[src/rtl/ifm_line_loader.sv]
// Loads one feature-map row from the channel-planar input RAM into the pixel-major line buffer.
// An all-zero row is written when the requested row lies outside the map.
module ifm_line_loader #(
  parameter int IFM_DATA_NUM  = 4,
  parameter int W_BRAM_DATA_W = 16,
  parameter int RD_LAT        = 1,
  parameter int MAX_IFM_W     = 256,
  parameter int MAX_IFM_H     = 256,
  parameter int MAX_ICH       = 256,
  localparam int RA_W   = $clog2(MAX_ICH*MAX_IFM_H*MAX_IFM_W/IFM_DATA_NUM),
  localparam int SL_MAX = (MAX_ICH + W_BRAM_DATA_W - 1)/W_BRAM_DATA_W,
  localparam int WA_W   = $clog2(MAX_IFM_W*SL_MAX)
) (
  input  logic                         clk,
  input  logic                         rst,
  input  logic [8:0]                   ifm_w,
  input  logic [8:0]                   ifm_h,
  input  logic [8:0]                   ich,
  input  logic [9:0]                   line_idx,
  input  logic                         ap_start,
  output logic                         ap_busy,
  output logic                         ap_done,
  output logic                         r_en,
  output logic [RA_W-1:0]              r_addr,
  input  logic [8*IFM_DATA_NUM-1:0]    r_data,
  output logic                         w_en,
  output logic [WA_W-1:0]              w_addr,
  output logic [8*W_BRAM_DATA_W-1:0]   w_data
);

  localparam int NW  = $clog2(IFM_DATA_NUM);
  localparam int KW  = $clog2(W_BRAM_DATA_W);
  localparam int GW  = $clog2(MAX_IFM_W/IFM_DATA_NUM + 1);
  localparam int SW  = $clog2(SL_MAX + 1);
  localparam int PW  = $clog2(MAX_IFM_H*MAX_IFM_W/IFM_DATA_NUM + 1);
  localparam int PAW = $clog2(MAX_IFM_W*SL_MAX + 1);
  localparam int DW  = $clog2(RD_LAT + 1);

  typedef enum logic [2:0] {
    S_IDLE  = 3'd0,
    S_READ  = 3'd1,
    S_DRAIN = 3'd2,
    S_WRITE = 3'd3,
    S_PAD   = 3'd4
  } state_t;

  state_t state_q, state_d;
  logic [GW-1:0]  g_q, g_d, g_n_q, g_n_d;
  logic [SW-1:0]  s_q, s_d, s_n_q, s_n_d;
  logic [KW-1:0]  k_q, k_d;
  logic [NW-1:0]  j_q, j_d;
  logic [DW-1:0]  dr_q, dr_d;
  logic [PAW-1:0] pa_q, pa_d, pad_n_q, pad_n_d;
  logic [PW-1:0]  p_q, p_d;
  logic [RA_W-1:0] rb_q, rb_d;
  logic [8:0]     ich_q, ich_d;
  logic           done_d, done_q, busy_d, busy_q;
  logic           r_en_d, r_en_q, w_en_d, w_en_q;
  logic [RA_W-1:0] r_addr_d, r_addr_q;
  logic [WA_W-1:0] w_addr_d, w_addr_q;
  logic [8*W_BRAM_DATA_W-1:0] w_data_d, w_data_q;
  logic [RD_LAT-1:0]          pv_q, pv_d;
  logic [RD_LAT-1:0][KW-1:0]  pk_q, pk_d;
  logic [IFM_DATA_NUM-1:0][8*W_BRAM_DATA_W-1:0] lbuf_q, lbuf_d, lbuf_cap_s;
  logic           row_ok_s, last_s_s, last_g_s, enter_read_s;
  logic [31:0]    c_s;

  // Sequencing: state, loop counters and per-row configuration.
  always_comb begin
    state_d = state_q;
    g_d = g_q; s_d = s_q; k_d = k_q; j_d = j_q; dr_d = dr_q; pa_d = pa_q;
    g_n_d = g_n_q; s_n_d = s_n_q; p_d = p_q; rb_d = rb_q; ich_d = ich_q; pad_n_d = pad_n_q;
    done_d = 1'b0;
    row_ok_s = !line_idx[9] && (line_idx[8:0] < ifm_h);
    last_s_s = (32'(s_q) + 32'd1) == 32'(s_n_q);
    last_g_s = (32'(g_q) + 32'd1) == 32'(g_n_q);
    case (state_q)
      S_IDLE: begin
        if (ap_start) begin
          g_n_d   = GW'(ifm_w >> NW);
          s_n_d   = SW'((32'(ich) + 32'(W_BRAM_DATA_W) - 32'd1) >> KW);
          p_d     = PW'(32'(ifm_h) * 32'(g_n_d));
          rb_d    = RA_W'(32'(line_idx[8:0]) * 32'(g_n_d));
          pad_n_d = PAW'(32'(ifm_w) * 32'(s_n_d));
          ich_d   = ich;
          g_d = '0; s_d = '0; k_d = '0; j_d = '0; dr_d = '0; pa_d = '0;
          state_d = row_ok_s ? S_READ : S_PAD;
        end else begin
          state_d = S_IDLE;
        end
      end
      S_READ: begin
        if (k_q == KW'(W_BRAM_DATA_W - 1)) begin
          state_d = S_DRAIN;
          dr_d    = '0;
        end else begin
          k_d = k_q + KW'(1);
        end
      end
      S_DRAIN: begin
        if (dr_q == DW'(RD_LAT - 1)) begin
          state_d = S_WRITE;
          j_d     = '0;
        end else begin
          dr_d = dr_q + DW'(1);
        end
      end
      S_WRITE: begin
        if (j_q == NW'(IFM_DATA_NUM - 1)) begin
          if (last_s_s && last_g_s) begin
            state_d = S_IDLE;
            done_d  = 1'b1;
          end else if (last_s_s) begin
            state_d = S_READ; k_d = '0; s_d = '0; g_d = g_q + GW'(1);
          end else begin
            state_d = S_READ; k_d = '0; s_d = s_q + SW'(1);
          end
        end else begin
          j_d = j_q + NW'(1);
        end
      end
      S_PAD: begin
        if ((32'(pa_q) + 32'd1) == 32'(pad_n_q)) begin
          state_d = S_IDLE;
          done_d  = 1'b1;
        end else begin
          pa_d = pa_q + PAW'(1);
        end
      end
      default: state_d = S_IDLE;
    endcase
  end

  // Datapath: read-return capture, buffer clearing and next-cycle output values.
  always_comb begin
    pv_d[0] = r_en_q;
    pk_d[0] = k_q;
    for (int i = 1; i < RD_LAT; i++) begin
      pv_d[i] = pv_q[i-1];
      pk_d[i] = pk_q[i-1];
    end
    // Lane k of every pixel buffer takes pixel i of the word returned for read k.
    for (int i = 0; i < IFM_DATA_NUM; i++) begin
      for (int k = 0; k < W_BRAM_DATA_W; k++) begin
        lbuf_cap_s[i][8*k +: 8] = (pv_q[RD_LAT-1] && (pk_q[RD_LAT-1] == KW'(k))) ?
                                  r_data[8*i +: 8] : lbuf_q[i][8*k +: 8];
      end
    end
    enter_read_s = (state_d == S_READ) && (state_q != S_READ);
    lbuf_d   = enter_read_s ? '0 : lbuf_cap_s;
    c_s      = 32'(s_d) * 32'(W_BRAM_DATA_W) + 32'(k_d);
    r_en_d   = (state_d == S_READ) && (c_s < 32'(ich_d));
    r_addr_d = r_en_d ? RA_W'(c_s * 32'(p_d) + 32'(rb_d) + 32'(g_d)) : '0;
    w_en_d   = (state_d == S_WRITE) || (state_d == S_PAD);
    if (state_d == S_WRITE) begin
      w_addr_d = WA_W'((32'(g_d) * 32'(IFM_DATA_NUM) + 32'(j_d)) * 32'(s_n_d) + 32'(s_d));
      w_data_d = lbuf_d[j_d];
    end else if (state_d == S_PAD) begin
      w_addr_d = WA_W'(pa_d);
      w_data_d = '0;
    end else begin
      w_addr_d = '0;
      w_data_d = '0;
    end
    busy_d = (state_d != S_IDLE);
  end

  // All state and registered outputs.
  always_ff @(posedge clk) begin
    if (rst) begin
      state_q <= S_IDLE;
      g_q <= '0; s_q <= '0; k_q <= '0; j_q <= '0; dr_q <= '0; pa_q <= '0;
      g_n_q <= '0; s_n_q <= '0; p_q <= '0; rb_q <= '0; ich_q <= '0; pad_n_q <= '0;
      pv_q <= '0; pk_q <= '0; lbuf_q <= '0;
      done_q <= 1'b0; busy_q <= 1'b0; r_en_q <= 1'b0; w_en_q <= 1'b0;
      r_addr_q <= '0; w_addr_q <= '0; w_data_q <= '0;
    end else begin
      state_q <= state_d;
      g_q <= g_d; s_q <= s_d; k_q <= k_d; j_q <= j_d; dr_q <= dr_d; pa_q <= pa_d;
      g_n_q <= g_n_d; s_n_q <= s_n_d; p_q <= p_d; rb_q <= rb_d; ich_q <= ich_d; pad_n_q <= pad_n_d;
      pv_q <= pv_d; pk_q <= pk_d; lbuf_q <= lbuf_d;
      done_q <= done_d; busy_q <= busy_d; r_en_q <= r_en_d; w_en_q <= w_en_d;
      r_addr_q <= r_addr_d; w_addr_q <= w_addr_d; w_data_q <= w_data_d;
    end
  end

  assign ap_busy = busy_q;
  assign ap_done = done_q;
  assign r_en    = r_en_q;
  assign r_addr  = r_addr_q;
  assign w_en    = w_en_q;
  assign w_addr  = w_addr_q;
  assign w_data  = w_data_q;

endmodule

[config.mk]
export PLATFORM = sky130hd
export DESIGN_NAME = ifm_line_loader
export DESIGN_NICKNAME = d
export VERILOG_FILES = /design/src/rtl/ifm_line_loader.sv
export SDC_FILE = /design/constraint.sdc
export NUM_CORES = 2
export LEC_CHECK = 0
export BUFFER_PORTS_ARGS = -buffer_cell sky130_fd_sc_hd__buf_4
export CORE_MARGIN = 5
export CORE_UTILIZATION = 45
export DETAILED_ROUTE_END_ITERATION = 10
export GPL_TIMING_DRIVEN = 0
export SKIP_LAST_GASP = 1
export SLEW_MARGIN = 20
export SYNTH_ARGS = -nofsm -noshare
export SYNTH_HDL_FRONTEND = slang
export SYNTH_SLANG_ARGS = --single-unit
[constraint.sdc]
create_clock -name clk -period 11.98 [get_ports clk]
set_input_delay 0 -clock clk [delete_from_list [all_inputs] [get_ports clk]]
set_output_delay 0 -clock clk [all_outputs]
set_load 0.02 [all_outputs]
==> impl_results.md <==
* Cell Count Post-Placement at 5847
* Cells after synthesis at 4424
* P&R area growth vs syn at 16.6%
* Setup total negative slack at 0 ns
* Worst Setup Slack, final at 1.68 ns
* Area post-placement at 44600 um^2
* Final-report max-slew violation count at 0
* Crit path DAT at 10.89 ns
* I/O Buffers at 237
* GR Overflow Total at 0
* Worst slew pin tran at 1.26 ns
* Worst path slowest cell: mux2i_1
* Pwr dens at 145 nW/um^2
* Status: finished clean
* Die Area at 98000 um^2
* Initial antenna violation count at 3
* Most common cell on crit path: fa_1
* Hpwl dp at 95.3 mm
* RSZ-0062 raised after global routing: false
* Most common cell after layout, fill and taps aside: dfxtp_1
* I/O pin count at 238
* Core area at 91400 um^2
* MaxCap Viol Count at 0
* Vias in the first global route at 32600
* Vias per cell at 5.44
* First-pass GRT wire length at 200 mm
* Nets at 5297
* Clk root buf: clkbuf_16
* Met1 Use GR at 36.6%
* Fin util at 52.7%
* Period utilization at 86.0%
* Top cell type's share of synthesized area at 38.2%
* Syn avg cell area at 9.34 um^2
* Drc violations at 0
* Sequential area share after synthesis at 38.2%
* Crit Reg-Reg Startpoint: state_q[1]
* CP startpoint: ifm_w[8]
* Synth Register Bits at 788
* # rows at 111
* Routed via count at 33000
* Post-synth EDFFs at 0
* Clock latency on the worst-skew pair at 0.67 ns
* FF-to-FF setup slack at 2.73 ns
* Clock-pin transition on the worst setup and hold timing paths at 0.06 ns
* H-tree Lvls at 3
* Worst setup endpoint: r_addr[21]
* Post-route ant nets at 0
* Clk sink count at 788
* Synth unique cells at 72
* Global route hottest layer: met2
* GRT met2 Usage at 43.1%
* DRT Pass-1 Iters at 5
* Synth area leaders: dfxtp_1 (38%), mux2i_1 (13%), fa_1 (11%)
* GRT Total Usage at 26.4%
* Synth Cell Area at 41300 um^2
* CP Capture Type: register
* Clock buffer depth at 3
* Final setup fails at 0
* CTS resizes at 0
* Drt wl/cell at 21.8 um
* CP Class: in -> reg
* Starting Density at 45.2%
* Post-CTS setup repair buffer count at 0
* Pleak at 21.5 nW
* Share of cells above drive strength 1 at 12.5%
* Largest net degree at the start of global routing at 14
* # hold bufs at CTS at 55
* FF/Latch Area at 15800 um^2
* WP data required at 12.57 ns
* Power Total at 7.00 mW
* VDD IR max at 0.0981 mV
* HP Class: in -> reg
* Clock Skew at 0.0392 ns
* Horiz. Die Dim at 313 um
* Fillers at 8603
* Max Fclk at 0.0971 GHz
* Die Y at 313 um
* Multi-input gate area at 23200 um^2
* Layout Cell Area excl Fill at 48200 um^2
* Non-filler cells, final at 6060
* CP peak stage delay at 0.78 ns
* Met3 Use GR at 3.71%
* TritonCTS Buffers at 87
* Primary FF master, synth: dfxtp_1
* CP startpoint kind: input pin
* Asr flop ratio synth at 0%
* Min Hold Slack at 0.186 ns
* Setup WS pre-CTS at 1.55 ns
* Commonest non-fill, non-tap cells in the layout: dfxtp_1 (788), nor2_1 (753), mux2i_1 (540), inv_1 (323), o22ai_1 (266)
* Worst r2r path cells at 28
* Reg2reg end: r_addr[21]
* Ys Warns at 0
* RD Place Congestion at 0.885
* Syn_nets at 4916
* CTS tree: done
* Min Tclk post-route at 10.30 ns
* Initial drt markers at 2962
* Critical path peak fanout at 10
* Hold Fails Final Rpt at 0
* Largest area contributor in the netlist: dfxtp_1
* Final WL at 132 mm
* Max-slew headroom at 15.7%
## layout make-up
cell class / instances / area share, %
multi-input combinational: 3041 / 48.2
inverter: 324 / 2.52
sequential: 788 / 32.7
tap: 1186 / 3.08
antenna: 1 / 0.00519
clock inverter: 33 / 1.00
buffer: 271 / 2.30
clock buffer: 124 / 5.29
timing repair buffer: 292 / 4.84
## worst max-delay path: cells and delay by family
kind	cells	cell delay, ns
XOR/XNOR	3	0.78
buffers and inverters	8	1.48
adder cells (fa/ha/maj)	11	4.96
AO/OA/AOI/OAI	6	1.27
AND/OR/NAND/NOR	8	1.61
multiplexers	1	0.78
## registers in the layout (all words and copies together), names as in the netlist, 12 cells and up
signal   flops
rb_q        22
lbuf_q     512
w_addr      12
pad_n_q     13
r_addr      22
p_q         15
pa_q        13
w_data     128
## synth_stat cells (3+ instances only)
cell      number
dfxtp_1      788
nor2_1       753
mux2i_1      540
inv_1        323
o22ai_1      266
nand2_1      261
fa_1         229
clkbuf_1     200
ha_1         191
or2_2        140
and2_1       105
a21oi_1       83
buf_2         66
xnor2_1       63
o21ai_0       52
nor3_1        32
xor2_1        29
nand3_1       28
nor2b_1       28
nand2b_1      26
a21o_1        24
a211oi_1      16
and3_1        15
o21a_1        13
o21bai_1      13
a31oi_1       12
o31ai_1       10
or3_1         10
nand4_1        9
o31a_1         8
nor3b_1        6
and4_1         5
buf_1          5
nand3b_1       5
nor4_1         5
o211ai_1       4
o21ai_1        4
a211o_1        3
a22oi_1        3
o32ai_1        3
xnor3_1        3
## power breakdown
| part | internal, mW | switching [mW] |
|---|---|---|
| combinational | 0.528 | 0.960 |
| clock | 1.67 | 1.14 |
| sequential | 2.68 | 0.0339 |
| total | 4.87 | 2.13 |
## per-layer routing
metal / part of all wire, % / wire length [um]
met5: 0 / 0
met4: 3.1 / 4060
met3: 6.9 / 9100
met2: 46 / 60200
met1: 44 / 58700
## how the worst min path moves through the flow
stage | from | to | slack, ns | cells after the start
4_1_cts | rst | state_q[1] | 0.14 | 3
2_1_floorplan | rst | state_q[0] | 0.1 | 1
3_3_place_gp | rst | state_q[1] | 0.30 | 2
5_1_grt | rst | state_q[1] | 0.18 | 3
6_report | rst | state_q[1] | 0.19 | 3
3_5_place_dp | rst | state_q[1] | 0.31 | 2
## cells by family after synthesis
| family | synth area share, % |
|---|---|
| XOR/XNOR | 2.11 |
| multiplexers | 13.1 |
| adder cells (fa/ha/maj) | 16.9 |
| buffers and inverters | 5.61 |
| flip-flops | 38.2 |
| AO/OA/AOI/OAI | 8.53 |
| AND/OR/NAND/NOR | 15.6 |
(Power assumes the default switching activity.)
